## src/rtl/mat_fill.sv

```systemverilog
// mat_fill: fills a ROWS x COLS matrix one row per clock with value a in a selectable pattern.
// Define MAT_FILL_TRI_EN to build the lower/upper triangle modes (2/3); otherwise they fill like mode 0.
module mat_fill #(
  parameter int ROWS  = 1,
  parameter int COLS  = 1,
  parameter int WIDTH = 16
) (
  input  logic                                clk,
  input  logic                                reset,
  input  logic [WIDTH-1:0]                    a,
  input  logic [1:0]                          mode,
  input  logic                                in_valid,
  output logic                                in_ready,
  output logic [ROWS:1][COLS:1][WIDTH-1:0]    f,
  output logic                                out_valid,
  input  logic                                out_ready
);
  localparam int RW = $clog2(ROWS + 1);
  typedef enum logic [1:0] {IDLE, FILL, HOLD} state_t;
  state_t                             state_q, state_d;
  logic [WIDTH-1:0]                   a_q, a_d;
  logic [1:0]                         mode_q, mode_d;
  logic [RW-1:0]                      r_q, r_d;
  logic [ROWS:1][COLS:1][WIDTH-1:0]   f_q, f_d;
  logic                               out_valid_q, out_valid_d;
  function automatic logic sel_f(input int r, input int c, input logic [1:0] m);
`ifdef MAT_FILL_TRI_EN
    return m == 2'd0 ? 1'b1 : m == 2'd1 ? (r == c) : m == 2'd2 ? (c <= r) : (c >= r);
`else
    return m == 2'd1 ? (r == c) : 1'b1;
`endif
  endfunction
  assign in_ready  = state_q == IDLE;
  assign f         = f_q;
  assign out_valid = out_valid_q;
  always_comb begin
    state_d     = state_q;
    a_d         = a_q;
    mode_d      = mode_q;
    r_d         = r_q;
    f_d         = f_q;
    out_valid_d = out_valid_q;
    if (state_q == IDLE && in_valid) begin
      a_d     = a;
      mode_d  = mode;
      r_d     = RW'(1);
      state_d = FILL;
    end
    if (state_q == FILL) begin
      for (int c = 1; c <= COLS; c++)
        f_d[r_q][c] = sel_f(int'(r_q), c, mode_q) ? a_q : '0;
      r_d = r_q + RW'(1);
      if (int'(r_q) == ROWS) begin
        state_d     = HOLD;
        out_valid_d = 1'b1;
      end
    end
    if (state_q == HOLD && out_ready) begin
      state_d     = IDLE;
      out_valid_d = 1'b0;
    end
  end
  always_ff @(posedge clk or posedge reset) begin
    if (reset) begin
      state_q     <= IDLE;
      a_q         <= '0;
      mode_q      <= '0;
      r_q         <= RW'(1);
      f_q         <= '0;
      out_valid_q <= 1'b0;
    end else begin
      state_q     <= state_d;
      a_q         <= a_d;
      mode_q      <= mode_d;
      r_q         <= r_d;
      f_q         <= f_d;
      out_valid_q <= out_valid_d;
    end
  end
endmodule

```

## config.mk

```make
export PLATFORM = sky130hd
export DESIGN_NAME = mat_fill
export DESIGN_NICKNAME = d
export VERILOG_FILES = /design/src/rtl/mat_fill.sv
export SDC_FILE = /design/constraint.sdc
export NUM_CORES = 1
export LEC_CHECK = 0
export BUFFER_PORTS_ARGS = -buffer_cell sky130_fd_sc_hd__buf_4
export CORE_ASPECT_RATIO = 0.7
export CORE_MARGIN = 1
export CORE_UTILIZATION = 50
export CTS_BUF_LIST = sky130_fd_sc_hd__clkbuf_4 sky130_fd_sc_hd__clkbuf_8
export DETAILED_ROUTE_END_ITERATION = 10
export GPL_ROUTABILITY_DRIVEN = 0
export PLACE_DENSITY = 0.77
export SLEW_MARGIN = 10
export SYNTH_ARGS = -nofsm -noshare
export SYNTH_HDL_FRONTEND = slang
export SYNTH_SLANG_ARGS = --single-unit
```

## constraint.sdc

```tcl
create_clock -name clk -period 4.1 [get_ports clk]
set_clock_uncertainty 0.15 [all_clocks]
set_input_delay 0.615 -clock clk [delete_from_list [all_inputs] [get_ports clk]]
set_output_delay 0.615 -clock clk [all_outputs]
set_load 0.1 [all_outputs]
```

==> summary.md <==
The flow ran to the end, and the final reports show no timing, DRC or antenna violations. The die is 66.4 um wide. Once detail routing completed, the nets flagged for antenna violations numbered 0.

The number of antenna violations at the first check in global routing came out at 0. The run gives 0 as the hold violation total from the final report. The run gives 152 as the placed cell count. Kind of path behind the tightest hold check: in2async. The run gives 0 as the quantity of gates resized following cts.

Clock-pin slew reported for the worst setup and hold paths after clock tree synthesis: 70 ps. In this run the standard cell core region covers 0.00261 mm^2. Across the run, the number of max-cap violations was 0. The tools report the kind of launch point of the worst setup path as a register.

Startpoint of the worst register-to-register path: state_q[0]$_DFF_PP0_. The logs give 159 for the final non-filler cell total and 4 for the number of optimization iterations in the first detailed-route pass. The run gives 0 as the total overflow reported by the global router. In the routed layout, each cell is associated on average with a via count of 5.10. Measured against its own limit, the worst slew margin works out to 29.4%. The synthesized design contains 36 register bits.

Of the cells placed in the final design, the portion with a size suffix greater than 1 is 64.8%. In the final routed layout, each cell accounts on average for 15.1 um. STA classifies the critical path endpoint as a register.

The number of cell rows came out at 15. For the worst flop-to-flop path, the logic depth is 2. For the overall die area, the log shows 0.00312 mm^2. The tools report the routed length on met3 as 128 um.

The chip height came out at 47.1 um. Ranked by instance count, the synthesized netlist is headed by sky130_fd_sc_hd__dfrtp_1 (35), sky130_fd_sc_hd__mux2_2 (23), sky130_fd_sc_hd__mux2_4 (9). The number of enable-type register cells in the synthesized netlist came out at 0. The area growth from synthesis to layout is 26.0%. In the final routing, the length of wire on met1 measures 1100 um.

The Yosys step of the flow raised 0 warnings. The worst path uses 51.1% of the clock period. Summed over all nets, wire length on met2 after detailed routing comes to 1140 um. The average footprint of a synthesized cell is 17.3 um^2. The area fraction of the dominant cell type after synthesis works out to 60.4%. Once the clock tree was built, the setup fixing pass inserted 0 buffers. Number of port buffers: 37. Counting every net in the synthesized netlist gives 106.

TritonCTS built the clock tree. The diode insertion count for antenna repair is 0, and the final number of setup-violating endpoints is 0. The first routing iteration left 27 violations. The number of nets in the finished design is 147. Buffers inserted during clock tree synthesis total 5. STA puts the critical path data arrival time at 2110 ps.

The dominant synthesized flop cell is sky130_fd_sc_hd__dfrtp_1. In the post-synthesis netlist, the biggest area contributors are sky130_fd_sc_hd__dfrtp_1 (60%), sky130_fd_sc_hd__mux2_2 (18%), sky130_fd_sc_hd__mux2_4 (9.3%), sky130_fd_sc_hd__buf_6 (2.3%), sky130_fd_sc_hd__dfstp_2 (1.8%). Global routing used 17.0% of the available tracks across all layers. During I/O placement, the number of pins put on the boundary was 40. Summed instance area of the synthesized netlist: 0.00145 mm^2. The tools report the initial standard-cell utilization of the core as 55.6%. The H-tree was split into 2 levels.

Wire length of the first global-routing pass: 3590 um. For the total count of max-transition violations in the final report, the log shows 0. The maximum number of pins on one net before global-route repair is 37.

Counting every instance in the synthesized netlist gives 84. Sequential cells were found to cover 62.2% of the synthesized design area. Setup repair after global routing left no endpoint under its margin.

The count of different cell masters after synthesis is 17. Post-synthesis cell type with the largest combined area: sky130_fd_sc_hd__dfrtp_1. In this run the critical register-to-register path is captured at a_q[9]$_DFFE_PP0P_. The tools report the clock root buffer as sky130_fd_sc_hd__clkbuf_8.

The total half-perimeter wirelength after legalization and detailed placement was 1590 um. The clock drives 36 sinks. Wires add up to 2410 um. The worst path needs 2090 ps of the cycle, external delays included. The endpoint required time on the critical path came out at 4110 ps.

The clock reaches the later pin of the worst-skew pair after 280 ps. The worst setup path category is reg2reg. The via count of the first global-routing pass is 772, and the deepest clock path buffer count is 2. Highest metal layer with signal wires: met4.

The tools report the final total negative setup slack as 0 ps. The biggest fanout along the worst timing path came out at 16. Detailed routing inserted a total of 811 vias.

Yosys instantiated no cell more often than sky130_fd_sc_hd__dfrtp_1. In this run the register-to-register setup slack is 2010 ps. The transition time of the tightest slew-check pin was 1060 ps. The tools report the number of design rule violations left after detail routing as 0. Timing would allow up to 478 MHz. After synthesis, the share of flip-flops with an asynchronous set or reset is 100%. The number of hold buffers added after CTS was 0.
worst max path at each step:
stage,cells past startpoint,slack [ps],startpoint,to
final,2,2010,state_q[0]$_DFF_PP0_,a_q[9]$_DFFE_PP0P_
after global routing,2,1920,state_q[0]$_DFF_PP0_,a_q[10]$_DFFE_PP0P_
after CTS,2,2000,state_q[0]$_DFF_PP0_,a_q[9]$_DFFE_PP0P_
after detailed placement,3,1820,in_valid,a_q[9]$_DFFE_PP0P_
after global placement,3,1840,in_valid,a_q[10]$_DFFE_PP0P_
after floorplan,2,1590,state_q[0]$_DFF_PP0_,in_ready
sequential cells by signal, summed over array words and instances (netlist names):
register and count:
a_q 16, f 16, out_valid 1, r_q 1, state_q 2
final cells by class:
type | instances | area, um^2
flip-flops and latches | 36 | 902
fillers | 184 | 782
multi-input cells | 43 | 497
repair buffers | 38 | 285
clock buffers | 7 | 96.3
well taps | 34 | 42.5
inverters | 1 | 3.75
kinds of logic (layout without fill, tap and decap cells):
kind of cell	after synthesis	count (layout)	synth area share [%]
compound gates	6	6	3.28
flops	36	36	62.2
simple gates	5	5	3.37
mux	32	32	27.2
buf+inv	5	46	3.97
metal layers:
layer | GRT usage [%] | up-vias
li1 | - | 373
met1 | 21.5 | 404
met2 | 27.6 | 30
met3 | 5.58 | 4
met4 | 7.66 | 0
met5 | 0 | -
worst max-delay path, cell delays in order (launching register included):
cell and delay [ps]:
sky130_fd_sc_hd__dfrtp_1 500, sky130_fd_sc_hd__nor3b_4 900, sky130_fd_sc_hd__mux2_2 420
metrics by stage:
| stage | hold slack [ps] | worst slack [ps] | cell area [um^2] | util (%) |
|---|---|---|---|---|
| 6_report | 308 | 2010 | 1830 | 70.0 |
| 5_1_grt | 329 | 1920 | 1830 | 70.0 |
| 4_1_cts | 315 | 2000 | 1830 | 70.0 |
| 3_5_place_dp | 340 | 1820 | 1730 | 66.3 |
| 3_3_place_gp | 335 | 1840 | 1730 | 66.3 |
| 2_1_floorplan | 327 | 1590 | 1450 | - |
placed cells by master (no fill, tap or decap), types with 2 or more instances in the layout:
cell type                  instances
sky130_fd_sc_hd__clkbuf_8          7
sky130_fd_sc_hd__mux2_4            9
sky130_fd_sc_hd__dfrtp_1          35
sky130_fd_sc_hd__mux2_2           23
sky130_fd_sc_hd__o21a_1            2
sky130_fd_sc_hd__buf_4            38
Power is not shown: default switching activity piles up to over one toggle a cycle in this logic, so the estimate is an artifact.
